File: src/rtl/sprite_compositor.sv
// Sprite compositor: double-buffered sprite attribute banks and a 2-stage pixel pipeline
// that overlays up to NUM_SPRITES solid rectangles on a background colour.
module sprite_compositor #(
   parameter int          NUM_SPRITES = 4,
   parameter logic [11:0] BG_COLOR    = 12'h000,
   localparam int         IW          = (NUM_SPRITES > 1) ? $clog2(NUM_SPRITES) : 1
) (
   input  logic          clk,
   input  logic          reset,
   input  logic [9:0]    pixel_x,
   input  logic [9:0]    pixel_y,
   input  logic          vsync,
   input  logic          wr_valid,
   output logic          wr_ready,
   input  logic [IW-1:0] wr_idx,
   input  logic [9:0]    wr_x,
   input  logic [9:0]    wr_y,
   input  logic [9:0]    wr_w,
   input  logic [9:0]    wr_h,
   input  logic [11:0]   wr_color,
   input  logic          wr_en,
   output logic          frame_tick,
   output logic [3:0]    out_r,
   output logic [3:0]    out_g,
   output logic [3:0]    out_b
);

   typedef struct packed {
      logic        en;
      logic [9:0]  x;
      logic [9:0]  y;
      logic [9:0]  w;
      logic [9:0]  h;
      logic [11:0] color;
   } slot_t;

   localparam slot_t SLOT_CLEAR = '{en: 1'b0, x: 10'd0, y: 10'd0, w: 10'd0, h: 10'd0, color: 12'h000};

   slot_t                  shadow_r [NUM_SPRITES];
   slot_t                  active_r [NUM_SPRITES];
   logic                   vsync_r;
   logic                   ready_en_r;
   logic                   commit_s;
   logic [NUM_SPRITES-1:0] hit_s;
   logic [11:0]            hit_color_s;
   logic                   blank_s;
   logic                   s1_blank_r;
   logic                   s1_hit_r;
   logic [11:0]            s1_color_r;

   // Edges are summed at 11 bits so a sprite near x=1023 cannot wrap to the left side.
   function automatic logic slot_hit(input slot_t s, input logic [9:0] px, input logic [9:0] py);
      logic [10:0] x_end;
      logic [10:0] y_end;
      x_end = {1'b0, s.x} + {1'b0, s.w};
      y_end = {1'b0, s.y} + {1'b0, s.h};
      return s.en && (s.w != 10'd0) && (s.h != 10'd0) &&
             ({1'b0, px} >= {1'b0, s.x}) && ({1'b0, px} < x_end) &&
             ({1'b0, py} >= {1'b0, s.y}) && ({1'b0, py} < y_end);
   endfunction

   assign commit_s = ~vsync & vsync_r;
   assign wr_ready = ready_en_r & ~commit_s;
   assign blank_s  = (pixel_x == 10'h3FF) || (pixel_y == 10'h3FF);

   // Per-slot hit test; scanning from the top slot down leaves the lowest-index hit's colour.
   always_comb begin
      hit_s       = {NUM_SPRITES{1'b0}};
      hit_color_s = BG_COLOR;
      for (int i = NUM_SPRITES - 1; i >= 0; i--) begin
         hit_s[i] = slot_hit(active_r[i], pixel_x, pixel_y);
         if (hit_s[i]) begin
            hit_color_s = active_r[i].color;
         end else begin
            hit_color_s = hit_color_s;
         end
      end
   end

   // Vsync edge detection, write-ready enable and the post-commit frame pulse.
   always_ff @(posedge clk) begin
      if (reset) begin
         vsync_r    <= 1'b1;
         ready_en_r <= 1'b0;
         frame_tick <= 1'b0;
      end else begin
         vsync_r    <= vsync;
         ready_en_r <= 1'b1;
         frame_tick <= commit_s;
      end
   end

   // Shadow bank takes writes; active bank copies the whole shadow bank on a commit.
   always_ff @(posedge clk) begin
      if (reset) begin
         for (int i = 0; i < NUM_SPRITES; i++) begin
            shadow_r[i] <= SLOT_CLEAR;
            active_r[i] <= SLOT_CLEAR;
         end
      end else begin
         for (int i = 0; i < NUM_SPRITES; i++) begin
            if (commit_s) begin
               active_r[i] <= shadow_r[i];
            end
            if (wr_valid && wr_ready && (wr_idx == IW'(i))) begin
               shadow_r[i] <= '{en: wr_en, x: wr_x, y: wr_y, w: wr_w, h: wr_h, color: wr_color};
            end
         end
      end
   end

   // Two-stage pixel pipeline; S1 captures the colour resolved against the bank it sampled.
   always_ff @(posedge clk) begin
      if (reset) begin
         s1_blank_r <= 1'b1;
         s1_hit_r   <= 1'b0;
         s1_color_r <= 12'h000;
         out_r      <= 4'h0;
         out_g      <= 4'h0;
         out_b      <= 4'h0;
      end else begin
         s1_blank_r <= blank_s;
         s1_hit_r   <= |hit_s;
         s1_color_r <= hit_color_s;
         if (s1_blank_r) begin
            {out_r, out_g, out_b} <= 12'h000;
         end else if (s1_hit_r) begin
            {out_r, out_g, out_b} <= s1_color_r;
         end else begin
            {out_r, out_g, out_b} <= BG_COLOR;
         end
      end
   end

endmodule

File: config.mk
export PLATFORM = sky130hd
export DESIGN_NAME = sprite_compositor
export DESIGN_NICKNAME = d
export VERILOG_FILES = /design/src/rtl/sprite_compositor.sv
export SDC_FILE = /design/constraint.sdc
export NUM_CORES = 1
export LEC_CHECK = 0
export ABC_CLOCK_PERIOD_IN_PS = 13230
export BUFFER_PORTS_ARGS = -buffer_cell sky130_fd_sc_hd__buf_2
export CORE_MARGIN = 2
export CORE_UTILIZATION = 50
export DETAILED_ROUTE_END_ITERATION = 10
export MAX_ROUTING_LAYER = met4
export PLACE_DENSITY = 0.65
export SETUP_SLACK_MARGIN = 0.4
export SLEW_MARGIN = 20
export SYNTH_ARGS = -nofsm -noshare
export SYNTH_HDL_FRONTEND = slang
export SYNTH_SLANG_ARGS = --single-unit
File: constraint.sdc
create_clock -name clk -period 13.23 [get_ports clk]
set_input_delay 1.9845 -clock clk [delete_from_list [all_inputs] [get_ports clk]]
set_output_delay 1.9845 -clock clk [all_outputs]
set_load 0.005 [all_outputs]
# Word level (Yosys, flattened, before mapping)
# Memory sizes are Yosys's and may differ from the RTL's.
# Cells that the tools add are included.
totals:
  latch_bits: 0
  rom_bits: 0
  out_inout_bits: 14
  word_cells: 124
  regBits: 29
  ramBits: 424
  memories: 2
mem_list:
  columns: ["memory", "words", "width", "rd", "rd_ports_with_merged_regs", "write_ports", "line_no", "text"]
  rows:
  - ["active_r", 4, 53, 4, 0, 4, "40", "slot_t active_r [NUM_SPRITES];"]
  - ["shadow_r", 4, 53, 4, 0, 4, "39", "slot_t shadow_r [NUM_SPRITES];"]
op_classes:
  bitwise_logic: 13
  n_div: 0
  n_mul: 0
  n_reduce_logical: 41
  magnitude_cmp: 16
  shifts: 0
  n_eq_ne: 5
  addsub: 8
  n_mux: 30
op_table:
  columns: ["op", "n"]
  rows:
  - ["$mux 53", 8]
  - ["$add 10x10->11", 8]
  - ["$lt 10x11->1", 8]
  - ["$ge 10x10->1", 8]
  - ["$reduce_bool 10->1", 8]
  - ["$mux 12", 4]
  - ["$logic_and 1x1->1", 29]
  - ["$eq 10x10->1 const B", 2]
  - ["$mux 1", 18]
  - ["$or 1x1->1", 8]
  - ["$eq 2x2->1 const B", 2]
  - ["$reduce_or 4->1", 1]
  - ["$not 1->1", 3]
  - ["$reduce_or 3->1", 1]
  - ["$and 1x1->1", 2]
  - ["$eq 2x1->1 const B", 1]
  - ["$logic_not 2->1", 1]
  - ["$logic_or 1x1->1", 1]

# Longest topological paths before layout
# Gate-level depths: netlist of run 1.
logic_depth:
  word_depth: 11
  ltp_mapped: 20
  ltp_nobuf: 19

# Worst setup path before layout of run 1
# No wires, ideal clock.
synth_path:
  path_type: "input to register"
  startpoint: "in reset"
  endpoint: "mem active_r[0][0] (netlist bit), enable pin"
  cell_stages: 2
  path_slack_ns: 6.020
  arrival_time_ns: 5.538
  setup_time_ns: 1.672
  path_cell_list: "inv_1 -> nand2_1"
synth_rtl:
  columns: ["item", "line_no", "text"]
  rows:
  - ["from (decl)", "9", "input logic reset,"]
  - ["to (decl)", "40", null]

==> summary by stage, run 1 <==
Floorplanning
The vertical die dimension is 221 um. The placeable core region is 46500 um^2. The die extent in x is 221 um.

The effective utilization at floorplan is 50.5%. The total I/O pin count is 93. The area of the die is 48700 um^2.

The row count is 79.

Setup path
The critical path in this run is classified as reg2reg. STA puts the critical path data arrival time at 5.33 ns. The number of buffers and inverters on the critical path is 0. The critical path launch point type is a register. Of all nets on the critical path, the largest fanout is 12.

The gate family responsible for the most delay along the worst path is compound AO/OA/AOI/OAI gates. The largest incremental delay on the critical path is 0.82 ns. The highest-delay cell along the critical path is nor3_2. The setup check on the worst reg-to-reg path leaves a slack of 8.43 ns.

Walking the worst path, the cells encountered are ha_1 > a21o_1 > a21oi_1 > o21bai_1 > a21oi_1 > o21ai_0 > a21o_1 > a21oi_1 > xor2_1 > ha_1 > or3_1 > a221oi_1 > o21ai_0 > o211ai_1 > nand4_1 > nor3_2 > a221o_1. The required time of the worst setup path is 13.76 ns. The worst setup path is captured at a register.

The most used cell along the critical path is a21oi_1.

Power and ir drop
The internal portion of total power is 2.59 mW. The sequential group share of total power is 48.3%. The analysis attributes to net switching a power of 0.880 mW.

IR analysis of the VDD net gives a maximum drop of 94.4 uV. The switching power as a share of total power is 25.3%. Per report_power, the clock group accounts for 39.4% of the total. The combinational share of power is 12.3%. The post-layout total power is 3.47 mW. For this design the static power due to leakage is 11.0 nW. The power density of the placed cells is 132 nW/um^2.

Routing
The detailed router put a total of 24700 um of wire on met1. The final layout contains routed wiring with a total length of 56100 um. The vias per cell is 5.58.

In the final routed layout, each cell accounts on average for 21.5 um. For this block, the initial DRC count from the detailed router was 1109. The count of nets left with antenna violations after detail routing is 0. The top layer used by detailed routing is met4. Summing over every cut layer, the via total after detailed routing is 14600. The DRC violations left is 0. The routed length on met3 is 2650 um. After detailed routing, the met2 layer carries 27100 um of wire.

The first detailed-routing pass ran for 4 iterations.

Placed design
Port buffering added 92 buffers. The wire-length estimate of the detail-placed layout is 38500 um. After detailed placement, the total cell area comes to 24700 um^2. At the placement stage, the worst setup path has a slack of 7.91 ns. The weighted congestion reported at the end of routability-driven placement is 0.884.

Logic synthesis
Among all flip-flop cells after synthesis, the most frequent one is edfxtp_1. In the synthesized netlist the async set-or-reset flop fraction comes to 0%. Of all cell types, the one taking the most synthesized area is edfxtp_1.

The count of different cell masters after synthesis is 63. Yosys printed 0 warnings. The post-synthesis instance total is 1856. The number of flip-flops and latches in the synthesized netlist is 453. The average instance area after synthesis is 12.6 um^2.

The fraction of the yosys area taken by sequential cells is 56.7%. The share of the synthesized area in the top cell type is 54.3%. The post-synthesis instance area is 23500 um^2. The commonest cells after synthesis are and2_1, edfxtp_1, ha_1. After synthesis, the cell types taking the most area are edfxtp_1, ha_1, and2_1. By instance count, the leading cell after synthesis is and2_1. The number of nets in the synthesized netlist is 2175. The number of enable-type register cells in the synthesized netlist is 424.

Timing
Setup repair after global routing left no endpoint under its margin. The setup TNS is 0 ns. At the pin with the least slew margin, the transition time is 1.01 ns. The number of pins with negative max-slew slack in the final report is 0. The final period demand of the worst path is 4.80 ns. The final count of hold timing violations is 0. The relative max-transition margin is 32.2%.

Setup violations remaining at the end of the flow were counted as 0. The slack of the critical path is 8.43 ns. The portion of the clock cycle consumed by the worst path in the final layout is 36.3%. The worst hold margin is 0.462 ns. The highest attainable clock frequency is 0.208 GHz.

The clock arrives with 0.0150 ns of skew.

Clock network
The clock-pin transition on the worst setup and hold timing paths is 0.06 ns. The hold-fix buffer count after cts is 0. The tree is rooted in a clkbuf_16. In this run, CTS created clock tree buffers numbering 49. After clock tree synthesis, the repair step resized 0 gates. The H-tree depth is 2. CTS saw 453 sinks. No sink is reached through more buffers than the 3 on the longest clock path. The CTS tree is yes.

The clock reaches the later pin of the worst-skew pair after 0.59 ns. The number of buffers inserted by post-CTS setup repair is 0.

Global route
The total congestion overflow after global routing is 0. The total global routing track utilization is 24.3%. Entering global routing, the biggest net connects 128 pins. The first-pass GRT wire length is 85100 um. The via count of the first global-routing pass came to 14800. The initial antenna violation count is 4.

Flow run
The tool flagged a number of max-cap violations equal to 0.

Finish
Compared with the post-synthesis result, the final layout area differs by 12.1%. The layout cell share with drive strength beyond 1 is 10.6%. After routing the design area is 26300 um^2. The final layout contains 2281 nets.

Outcome
The run finished with clean final reports.

Hold path
The worst min-delay path category is reg2reg.
[layer usage]
metal	vias to the layer above	global-route usage (%)
met4	0	8.20
met3	111	3.01
li1	6973	-
met1	7141	31.3
met2	365	40.0
met5	-	-
[sequential cells by signal, indices dropped and copies added (netlist names)]
| register | flops |
|---|---|
| s1_hit_r | 1 |
| shadow_r | 212 |
| out_b | 4 |
| vsync_r | 1 |
| active_r | 212 |
| frame_tick | 1 |
| s1_blank_r | 1 |
| s1_color_r | 12 |
| out_g | 4 |
| ready_en_r | 1 |
| out_r | 4 |
[cell usage in the layout, fill, tap and decap left out, types with 15 or more instances in the layout]
master / count
nand2_1: 38
dfxtp_1: 29
a21oi_1: 75
xor2_1: 31
a21o_1: 36
xnor2_1: 29
o21ai_0: 45
edfxtp_1: 424
nor2_1: 32
buf_4: 15
and2_1: 437
nor3_1: 20
nand2b_1: 24
nand3_1: 23
buf_2: 92
nor2b_1: 16
clkbuf_16: 50
ha_1: 232
inv_1: 102
[kinds of logic (layout without fill, tap and decap cells)]
kind of cell	after synthesis	after routing	synth area share [%]
xor+xnor	60	60	2.24
compound gates	283	283	8.34
buf+inv	156	303	2.56
fa+ha+maj	240	240	13.1
other cells	0	4	0
flops	453	453	56.7
simple gates	664	664	17.1
[per-stage QoR]
step / cells / utilization, %
3_5_place_dp: 2518 / 53.1
3_3_place_gp: 2518 / 53.1
5_1_grt: 2612 / 56.6
2_1_floorplan: 1856 / -
6_report: 2614 / 56.6
4_1_cts: 2610 / 56.6
[final cells by class]
| cell class | count | area [um^2] |
|---|---|---|
| clock buffer | 60 | 1310 |
| tap | 607 | 759 |
| multi-input combinational | 1247 | 9630 |
| fill | 3850 | 20100 |
| antenna | 4 | 10.0 |
| sequential | 453 | 13300 |
| clock inverter | 32 | 308 |
| inverter | 102 | 383 |
| timing repair buffer | 109 | 596 |
[power groups by stage]
stage	registers, mW	logic, mW	clock network, mW
finish	1.68	0.428	1.37
global route	1.68	0.483	1.45
CTS	1.68	0.429	1.40
detailed placement	1.71	0.426	0
global placement	1.71	0.413	0
floorplan	1.70	0.289	0
[worst reg2reg max path: cells and delay by family (launching register included)]
kind	cells	cell delay (ns)
adders and majority gates	2	0.49
and+or+nand+nor	3	1.53
DFF	1	0.51
AOI/OAI and AO/OA	11	2.15
xor gates and xnor gates	1	0.10
[worst paths after layout]
kind	cells past startpoint	startpoint	to
worst min-delay path	1	s1_color_r[5]	out_g[1]
worst max register to register	17	active_r[2][12]	s1_color_r[1]
worst max-delay path	17	active_r[2][12]	s1_color_r[1]
worst min register to register	1	s1_color_r[5]	out_g[1]
Note: power is estimated with default switching activity, not from simulation.
==> inputs of run 2 (changes only) <==
Settings changed: ABC_CLOCK_PERIOD_IN_PS 13230 to 4200, PLACE_DENSITY 0.65 to 0.67.
Clock period 13.23 ns to 4.2 ns, I/O delays scaled along.
==> summary by stage, run 2 (synthesis results as in run 1) <==
Clock network
The hold-fix buffer count after cts is 0 (unchanged). The number of buffers on the longest clock path is 3 (unchanged). The tree is rooted in a clkbuf_16. The clock sink count is 453 (unchanged). The number of buffers created by CTS is 47 (-4.1%). TritonCTS built the clock tree. The clock latency reported for the late side of the worst-skew pair is 0.59 ns (about the same). The H-tree depth is 2 (unchanged). The clock-pin transition on the worst setup and hold timing paths was 0.06 ns (about the same).

Timing
Setup repair after global routing could not meet its margin everywhere. The slack of the critical path was 0.0293 ns (-8.40 ns). The relative max-transition margin is 36.1% (+3.9 points). The final setup skew was 0.0161 ns (+0.00110 ns).

The number of pins with negative max-slew slack in the final report is 0 (unchanged). The final period demand of the worst path is 4.17 ns (-0.633 ns). The final count of hold timing violations is 0 (unchanged). The measured slew at the worst slew-check pin is 0.955 ns (-0.0580 ns).

The number of endpoints failing setup at the final stage was 0 (unchanged). The portion of the clock cycle consumed by the worst path in the final layout is 99.3% (+63 points). The highest attainable clock frequency was 0.240 GHz (+15%). The worst hold margin came to 0.243 ns (-0.219 ns). The setup TNS came to 0 ns (unchanged).

Routing
The violation count after the first detailed-routing iteration was 1024 (-7.7%). The total routed wirelength is 53900 um (-4.0%). The routed wirelength normalized by instance count is 20.5 um (-4.8%). The DRC violations left is 0 (unchanged).

The first-pass iteration count of the detailed router is 6 (+2). The count of nets left with antenna violations after detail routing is 0 (unchanged). The vias per cell is 5.49 (-1.6%). The total vias in the final route is 14500 (-0.84%).

Finish
The total non-filler cell area in the finished layout is 26700 um^2 (+1.6%). The area growth from synthesis to layout is 13.9%. The library cells used most frequently in the layout, excluding fill and tap cells, are and2_1, edfxtp_1, ha_1.

The non-filler instance count after layout came to 2635 (+0.80%). Leaving out fill and tap cells, the most frequent cell in the layout is and2_1. The layout cell share with drive strength beyond 1 is 13.1% (+2.5 points). The combined flip-flop and latch cell area is 13300 um^2 (unchanged). The layout net count is 2307 (+1.1%). The largest registers in the layout are active_r x212, shadow_r x212, s1_color_r x12.

The multi-input gate area in the final layout came to 9840 um^2 (+2.2%). The fill cell total of the finished layout is 3765 (-2.2%). The utilization after layout is 57.5% (+0.89 points).

Floorplanning
The total I/O pin count is 93 (unchanged). The vertical die dimension is 221 um (unchanged). The row count was 79 (unchanged). The effective utilization at floorplan came to 50.5% (unchanged). The die extent in x was 221 um (unchanged). The area of the die is 48700 um^2 (unchanged). The placeable core region is 46500 um^2 (unchanged).

Placed design
The post-place setup slack came to -0.134 ns (-8.05 ns). The weighted congestion reported at the end of routability-driven placement is 0.924 (+4.6%). The quantity of I/O buffers inserted on ports is 92 (unchanged).

The cell count after placement came to 2533 (+0.60%). The post-place instance area is 24900 um^2 (+0.94%). The sum of net half-perimeters after detailed placement is 38500 um (+0.25%).

Setup path
The largest fanout on the critical path is 6 (-6). The required time of the worst setup path came to 4.68 ns (-9.08 ns). The critical path data arrival time was 4.65 ns (-0.68 ns). The highest-delay cell along the critical path is or4_4.

Tracing the worst setup path back leads to its startpoint at active_r[1][43]. The most used cell along the critical path is buf_6. The largest incremental delay on the critical path is 0.56 ns (-0.26 ns). Traced cell by cell, the critical path runs through buf_6 > buf_6 > fa_2 > a211oi_4 > nor2_4 > o31ai_4 > nand2b_1 > a21oi_2 > xor2_1 > ha_2 > or4_4 > a2111oi_4 > nor4_4 > buf_4 > o22ai_4 > and4b_2 > a221o_1. The worst setup path is launched from a register. The startpoint identified for the worst register-to-register timing path is active_r[1][43]. By startpoint and endpoint, the worst setup path is classified as reg2reg. The path depth of the worst reg2reg path is 17 (unchanged). The endpoint kind of the worst setup timing path is a register.

Power and ir drop
The post-layout total power is 10.9 mW (+210%). The static leakage power came to 11.1 nW (+1.6%). The maximum vdd drop is 269 uV (+190%). The power density of the placed cells is 408 nW/um^2 (+210%).

Global route
The initial antenna violation count is 5 (+1). The maximum number of pins on one net before global-route repair came to 82 (-36%). The first-pass GRT wire length is 83400 um (-2.0%).

The total global routing track utilization came to 23.5% (-0.76 points). The via count of the first global-routing pass is 14700 (-0.80%). The total congestion overflow after global routing is 0 (unchanged).

Hold path
The worst hold path stage count was 2 (+1). The worst min-delay path startpoint is vsync. The worst min-delay path category is in2reg.

Outcome
The run finished with clean final reports.

Flow run
The max-cap check violation count is 0 (unchanged).
[run 2: worst paths after layout]
path | to | slack [ns]
worst min-delay path | vsync_r | 0.24
worst min register to register | out_b[1] | 0.46
worst max-delay path | s1_color_r[8] | 0.03
worst max register to register | s1_color_r[8] | 0.03
[run 2: repair_timing]
action                                  CTS  global route
hold endpoints to repair                  0             0
gates resized for setup                  21            27
gates cloned                              1             0
setup buffers                             6             6
endpoints found under the setup margin   13            13
pin swaps                                22            18
[run 2: where the power goes]
part / internal [mW] / switching (mW)
Sequential: 5.16 / 0.0970
Clock: 2.44 / 1.75
Combinational: 0.589 / 0.874
Total: 8.18 / 2.72
[run 2: layout make-up]
type | count | area share (%)
multi-input combinational | 1248 | 36.8
antenna | 4 | 0.0375
clock inverter | 25 | 1.11
inverter | 102 | 1.43
timing repair buffer | 136 | 3.34
tap | 607 | 2.84
clock buffer | 60 | 4.58
sequential | 453 | 49.8
[run 2: critical path, delay by kind of cell, from the launching register on]
kind	cells	cell delay, ns
XOR/XNOR	1	0.09
adder cells (fa/ha/maj)	2	0.54
flip-flops	1	0.42
AO/OA/AOI/OAI	6	1.42
AND/OR/NAND/NOR	5	1.16
buffers and inverters	3	0.41
[run 2: per-layer routing]
layer  track usage (%)  wire [um]
met3              3.90       2640
met4              7.69       1670
met2              37.4      25300
met1              31.0      24300
met5                 -          0
